File: src/rtl/fp_adder_arbiter.sv
// ---------------------------------------------------------------------------
// fp_adder_arbiter
//
// Shares one single-precision floating-point adder among NREQ requesters.
// Requesters are served round-robin with exactly one operation in flight.
// Each result is returned to the requester that issued it. A watchdog turns
// an operation that never completes into a qNaN response and sets a sticky
// error flag.
//
// Ports
//   clk          clock, rising edge
//   rst          asynchronous active-high reset
//   req          per-requester request, held with operands until gnt
//   op_a, op_b   packed operands, slice i (W bits) belongs to requester i
//   gnt          one-hot single-cycle pulse: that requester's operands taken
//   rsp_valid    one-hot single-cycle pulse: rsp_data belongs to that requester
//   rsp_data     last result, held until the next response
//   unit_in1/2   adder operands, stable for the whole operation
//   unit_strt    adder start pulse
//   unit_busy    adder busy, blocks new grants
//   unit_valid   adder result valid
//   unit_out     adder result
//   arb_busy     high while an operation is being granted, issued or awaited
//   timeout_err  sticky watchdog flag
//   op_count     number of responses delivered, wraps
// ---------------------------------------------------------------------------
module fp_adder_arbiter #(
    parameter int NREQ    = 4,
    parameter int W       = 32,
    parameter int TIMEOUT = 64,
    parameter int CNTW    = 16
) (
    input  logic              clk,
    input  logic              rst,
    input  logic [NREQ-1:0]   req,
    input  logic [NREQ*W-1:0] op_a,
    input  logic [NREQ*W-1:0] op_b,
    output logic [NREQ-1:0]   gnt,
    output logic [NREQ-1:0]   rsp_valid,
    output logic [W-1:0]      rsp_data,
    output logic [W-1:0]      unit_in1,
    output logic [W-1:0]      unit_in2,
    output logic              unit_strt,
    input  logic              unit_busy,
    input  logic              unit_valid,
    input  logic [W-1:0]      unit_out,
    output logic              arb_busy,
    output logic              timeout_err,
    output logic [CNTW-1:0]   op_count
);

    localparam int IW  = (NREQ > 1) ? $clog2(NREQ) : 1;
    localparam int WDW = $clog2(TIMEOUT + 2);
    // Watchdog value on the last WAIT edge before the response is forced,
    // so the qNaN response lands TIMEOUT cycles after the start pulse.
    localparam logic [WDW-1:0] WD_LAST = WDW'(TIMEOUT - 1);
    localparam logic [IW:0]    NREQ_W  = (IW + 1)'(NREQ);
    localparam logic [W-1:0]   QNAN    = W'(32'h7FC0_0000);

    typedef enum logic [1:0] {
        IDLE  = 2'd0,
        ISSUE = 2'd1,
        WAIT  = 2'd2
    } state_t;

    state_t          state_reg;
    logic [IW-1:0]   last_reg;
    logic [IW-1:0]   owner_reg;
    logic [WDW-1:0]  wd_reg;

    logic [W-1:0]    op_a_arr [NREQ];
    logic [W-1:0]    op_b_arr [NREQ];

    generate
        for (genvar gi = 0; gi < NREQ; gi++) begin : g_slice
            assign op_a_arr[gi] = op_a[gi*W +: W];
            assign op_b_arr[gi] = op_b[gi*W +: W];
        end
    endgenerate

    // Round-robin search: last+1, last+2, ... wrapping modulo NREQ.
    logic            pick_found;
    logic [IW-1:0]   pick_idx;
    logic [IW:0]     cand;

    always_comb begin
        pick_found = 1'b0;
        pick_idx   = '0;
        cand       = '0;
        for (int off = 1; off <= NREQ; off++) begin
            cand = {1'b0, last_reg} + (IW + 1)'(off);
            if (cand >= NREQ_W) begin
                cand = cand - NREQ_W;
            end
            if (!pick_found && req[cand[IW-1:0]]) begin
                pick_found = 1'b1;
                pick_idx   = cand[IW-1:0];
            end
        end
    end

    always_ff @(posedge clk or posedge rst) begin
        if (rst) begin
            state_reg   <= IDLE;
            last_reg    <= IW'(NREQ - 1);
            owner_reg   <= '0;
            wd_reg      <= '0;
            gnt         <= '0;
            rsp_valid   <= '0;
            rsp_data    <= '0;
            unit_in1    <= '0;
            unit_in2    <= '0;
            unit_strt   <= 1'b0;
            arb_busy    <= 1'b0;
            timeout_err <= 1'b0;
            op_count    <= '0;
        end else begin
            // Pulse outputs default low; the branches below raise them.
            gnt       <= '0;
            rsp_valid <= '0;
            unit_strt <= 1'b0;
            case (state_reg)
                IDLE: begin
                    if (pick_found && !unit_busy) begin
                        unit_in1      <= op_a_arr[pick_idx];
                        unit_in2      <= op_b_arr[pick_idx];
                        gnt[pick_idx] <= 1'b1;
                        owner_reg     <= pick_idx;
                        last_reg      <= pick_idx;
                        arb_busy      <= 1'b1;
                        state_reg     <= ISSUE;
                    end
                end
                ISSUE: begin
                    unit_strt <= 1'b1;
                    wd_reg    <= '0;
                    state_reg <= WAIT;
                end
                WAIT: begin
                    wd_reg <= wd_reg + WDW'(1);
                    // A genuine result takes precedence over watchdog expiry.
                    if (unit_valid) begin
                        rsp_data             <= unit_out;
                        rsp_valid[owner_reg] <= 1'b1;
                        op_count             <= op_count + CNTW'(1);
                        arb_busy             <= 1'b0;
                        state_reg            <= IDLE;
                    end else if ((TIMEOUT != 0) && (wd_reg == WD_LAST)) begin
                        rsp_data             <= QNAN;
                        rsp_valid[owner_reg] <= 1'b1;
                        timeout_err          <= 1'b1;
                        op_count             <= op_count + CNTW'(1);
                        arb_busy             <= 1'b0;
                        state_reg            <= IDLE;
                    end
                end
                default: begin
                    arb_busy  <= 1'b0;
                    state_reg <= IDLE;
                end
            endcase
        end
    end

endmodule
File: config.mk
export PLATFORM = sky130hd
export DESIGN_NAME = fp_adder_arbiter
export DESIGN_NICKNAME = d
export VERILOG_FILES = /design/src/rtl/fp_adder_arbiter.sv
export SDC_FILE = /design/constraint.sdc
export NUM_CORES = 1
export LEC_CHECK = 0
export CAP_MARGIN = 5
export CORE_AREA = 2 2 162 164
export CTS_BUF_LIST = sky130_fd_sc_hd__clkbuf_2 sky130_fd_sc_hd__clkbuf_4 sky130_fd_sc_hd__clkbuf_8
export DETAILED_ROUTE_END_ITERATION = 12
export DIE_AREA = 0 0 164 166
export PLACE_DENSITY_LB_ADDON = 0.05
export SLEW_MARGIN = 20
export SYNTH_ARGS = -nofsm -noshare
export SYNTH_HDL_FRONTEND = slang
export SYNTH_SLANG_ARGS = --single-unit
File: constraint.sdc
create_clock -name clk -period 14.7 [get_ports clk]
set_clock_uncertainty 0.2 [all_clocks]
set_input_delay 2.94 -clock clk [delete_from_list [all_inputs] [get_ports clk]]
set_output_delay 2.94 -clock clk [all_outputs]
set_load 0.02 [all_outputs]
---- Word level (Yosys, flattened, before mapping) ----
Cells that the tools add are included.
word-level totals
  logic and storage cells ................. 111
  output and inout bits ................... 123
  flip-flop bits (word level) ............. 136
  input bits .............................. 296
operators by class
  mux-type cells .......................... 49
  bitwise gates (word level) .............. 3
  reductions and logical operators ........ 18
  add/subtract/negate cells ............... 10
  $lt $le $gt $ge ......................... 13
  eq/ne operators ......................... 5
operator list
  kind                   count
  $mux 32                6
  $bmux 32 s2            2
  $mux 16                2
  $mux 2                 11
  $mux 4                 5
  $lt 2x3->1 const B     6
  $add 16x1->16 const B  1
  $ge 3x3->1 const B     5
  $mux 1                 14
  $pmux 7 s2             1
  $bmux 1 s2             4
  $sub 2x1->2 const B    4
  $add 7x1->7 const B    1
  $eq 7x6->1 const B     1
  $add 2x2->3 const B    2
  $logic_and 1x1->1      6
  $pmux 2 s3             1
  $reduce_and 2->1       3
  $reduce_and 3->1       2
  $demux 1 s2            2
  $ge 2x1->1 const B     2
  $logic_not 1->1        4
  $reduce_bool 2->1      2
  $add 2x1->3 const B    1
  9 further kinds        10

---- Logic depth before layout (Yosys ltp) ----
  word-level depth ........................ 21
  depth in mapped cells ................... 9
  depth with buffers taken out ............ 7

---- Worst setup path before layout ----
Ideal clock, no wire load.
  kind .................................... input port to flip-flop
  from .................................... input port req[0]
  to ...................................... register unit_in2[13]
  data arrival time ....................... 4187 ps
  required time ........................... 14372 ps
  stages on the path ...................... 8
  library setup time ...................... 128 ps
  path buffers ............................ 4
  path slack .............................. 10184 ps
  cells stage by stage .................... buf_2 > nor4_2 > or3b_1 > buf_2 > buf_6 > buf_6 > a221oi_1 > o22ai_1
between the ends
  word-level cells in the longest chain between the ends .. 16
  elaborated cells on any way between the ends .. 28
  classes of those cells .................. mux: 19; bitwise: 1; reduce/logical: 8
ends and longest elaborated chain
  element                                      line  source
  start, declared                              35    input logic [NREQ-1:0] req,
  $bmux 1 s2                                   95    if (!pick_found && req[cand[IW-1:0]]) begin
  $mux 1 (not written as such)                 95
  $mux 1                                       95
  $logic_not 1->1                              95
  $logic_and 1x1->1                            95
  $mux 1                                       95
  $logic_not 1->1                              95
  $logic_and 1x1->1                            95
  $mux 1                                       95
  $logic_not 1->1                              95
  $logic_and 1x1->1                            95
  $mux 2                                       95
  $not 2->3 (not written as such)              126   unit_in2 <= op_b_arr[pick_idx];
  $bmux 32 s2                                  126
  $mux 32 (not written as such) (2 in series)  126
  end signal, assigned                         126
  end, declared                                42    output logic [W-1:0] unit_in2,
Parallel ways exist; a longest one is shown, timed or not. The select of a mux whose other input is x is not followed.
A chain may end at the register's enable or synchronous reset.

---- Final worst setup path ----
  from .................................... input port req[0]
  to ...................................... register unit_in2[18]
The elaborated chain is that of the path after synthesis.

==> reports/metrics.csv <==
metric,value,unit
synth unique cells,56,
Clock Latency Late Sink,0.44,ns
R2R setup slack,11.32,ns
Post-CTS Resized,0,
layout cell share with drive strength beyond 1,5.09,%
Max Slew Vio Count,0,
routability cong.,0.806,
sequential fraction of the synthesis area,48.5,%
drt drc,0,
Post-Layout Cell Count,1439,
Synth Flop Type,dfrtp_1,
CP cell instances,clkdlybuf4s50_1 > a21boi_0 > o21ba_2 > nor2_4 > buf_4 > nand3_1 > a31oi_1,
clk buf depth,2,
crit end category,flip-flop,
Max H-tree Level,4,
asr flop ratio synth,100,%
vias in the first global route,6995,
Synth Warn #,0,
worst vdd ir,0.0000792,V
worst path required time,14.85,ns
CP max stage delay,0.74,ns
die height,166,um
Pwr Total,2.12,mW
Die ar.,27200,um^2
Clock transition at path regs,0.09,ns
Syn-to-layout area delta,69.4,%
Final Hold Fails,0,
Leak,4.61,nW
RSZ-0062 raised after global routing,false,
Max-Cap Viols,0,
core area,25600,um^2
initial antenna violation count,2,
Vias,7216,
routed len/inst,20.2,um
routed wire length,29100,um
Total Routing Usage GR,20.8,%
total congestion overflow,0,
GRT met1 Usage,25.1,%
crit path launch type,input pin,
Place WS,8.38,ns
Port Buffers,418,
number of vias per cell,5.01,
"Slowest-stage cell, CP",nor2_4,
mux cell area share after synthesis,1.43,%
HPWL Detailed,21800,um
Tmin final,5.87,ns
largest net degree at the start of global routing,90,
syn avg cell area,9.93,um^2
CTS Root Cell,clkbuf_8,
CTS sink cnt,136,
Compound-Gate Fraction of Synth Area,22.2,%
GRT met3 Usage,5.32,%
setup tns final,0,ns
setup repair bufs after CTS,0,
Adder-Cell Fraction of Synth Area,0.891,%
main combinational cell family by area after synthesis,compound AO/OA/AOI/OAI gates,
Initial DRT Pass Iterations,4,
Largest regs,"rsp_data x32, unit_in1 x32, unit_in2 x32",
outcome,completed,
"EDFF count, synth",0,
M2 GR Usage,35.9,%
slack of the critical path,8.83,ns
Post-Syn Area,7020,um^2
Synth Register Bits,136,
fmax,170,MHz
row count,59,
Inst Count DP,1403,
power density cells,178,nW/um^2
first-pass GRT wire length,42500,um
WP data arrival,6.02,ns
Hold Path Class,flip-flop to flip-flop,
busiest grt layer,met2,
Post-Synth XOR/XNOR Area,2.00,%
crit-path max FO,85,
Initial Utilization,27.4,%
count of final setup violators,0,
Post-CTS Hold Buffers,0,
R2R depth,7,
CTS tree,yes,
cts bufs inserted,17,
chip width,164,um
Antenna Violating Nets Remaining,0,
fin util,46.4,%
Mapped Nets,1008,
Layout Nets,1389,
Slew headroom,26.8,%
Tcrit/Tclk final,39.9,%
Ports,419,
Hold Crit Depth,1,
Gate Count Post-Synth,707,
Synth Area in Simple Gates,19.5,%
DR iter-0 viols,411,
worst slew pin tran,1.10,ns
critical setup path kind,input pin to flip-flop,
path summary, 6_finish.rpt:
kind / from / endpoint
worst max register to register: state_reg[0] / op_count[12]
max in group asynchronous: rst / last_reg[1]
worst max-delay path: req[0] / unit_in2[18]
worst min register to register: timeout_err / timeout_err
worst min-delay path: timeout_err / timeout_err
min in group asynchronous: rst / rsp_data[30]
routing by layer:
layer	vias up	share of wire [%]
met4	0	1.7
met5	-	0
met1	3467	41
met3	23	6.9
li1	3466	-
met2	260	51
synthesized netlist by cell type, types with 9 or more instances:
library cell | n | area [um^2]
a21oi_1 | 10 | 50.1
a31oi_1 | 56 | 350
o22ai_1 | 9 | 56.3
buf_4 | 11 | 82.6
dfrtp_1 | 134 | 3350
clkbuf_1 | 22 | 82.6
nand3b_1 | 55 | 413
mux2i_1 | 10 | 100
nand3_1 | 61 | 305
o22a_1 | 9 | 78.8
nor2_1 | 82 | 308
xnor2_1 | 12 | 105
a22o_1 | 23 | 201
o21ai_0 | 18 | 90.1
a221oi_1 | 63 | 552
nand2_1 | 22 | 82.6
buf_2 | 31 | 155
area by class of cell:
type | instances | area [um^2]
diodes | 3 | 7.51
clock buffers | 18 | 248
clock inverters | 14 | 235
fillers | 2458 | 13700
inverters | 8 | 35.0
multi-input cells | 496 | 3260
flip-flops and latches | 136 | 3410
well taps | 335 | 419
repair buffers | 429 | 4280
where the power goes:
part | internal, mW | switching, mW | leakage [nW]
clock | 0.212 | 0.171 | 0.240
sequential | 0.525 | 0.0918 | 1.63
combinational | 0.510 | 0.610 | 2.74
placed cells by master (no fill, tap or decap), drive strengths merged, types with 10 or more instances in the layout:
| master | n |
|---|---|
| a221oi | 63 |
| a31oi | 56 |
| nand2 | 22 |
| nor2 | 83 |
| o21ai | 18 |
| nand3b | 55 |
| buf | 11 |
| clkdlybuf4s50 | 418 |
| inv | 14 |
| dfrtp | 134 |
| xnor2 | 12 |
| a21oi | 11 |
| clkbuf | 18 |
| nand3 | 61 |
| a22o | 23 |
| mux2i | 10 |
critical path, delay by kind of cell:
kind,cells,cell delay [ns]
compound gates,3,0.67
buf+inv,2,1.44
simple gates,2,0.88
logic make-up (layout without fill, tap and decap cells):
| kind of cell | after synthesis | count (layout) |
|---|---|---|
| xor+xnor | 16 | 16 |
| simple gates | 256 | 256 |
| flops | 136 | 136 |
| fa+ha+maj | 5 | 5 |
| other cells | 0 | 3 |
| mux | 10 | 10 |
| buf+inv | 75 | 469 |
| compound gates | 209 | 209 |
stage by stage:
step | instance area [um^2] | hold WS (ns)
after floorplan | 7020 | 0.255
after global placement | 11400 | 0.244
after detailed placement | 11400 | 0.250
after CTS | 11900 | 0.272
after global routing | 11900 | 0.291
final | 11900 | 0.265
No activity file was read; power rests on OpenSTA's default activity.
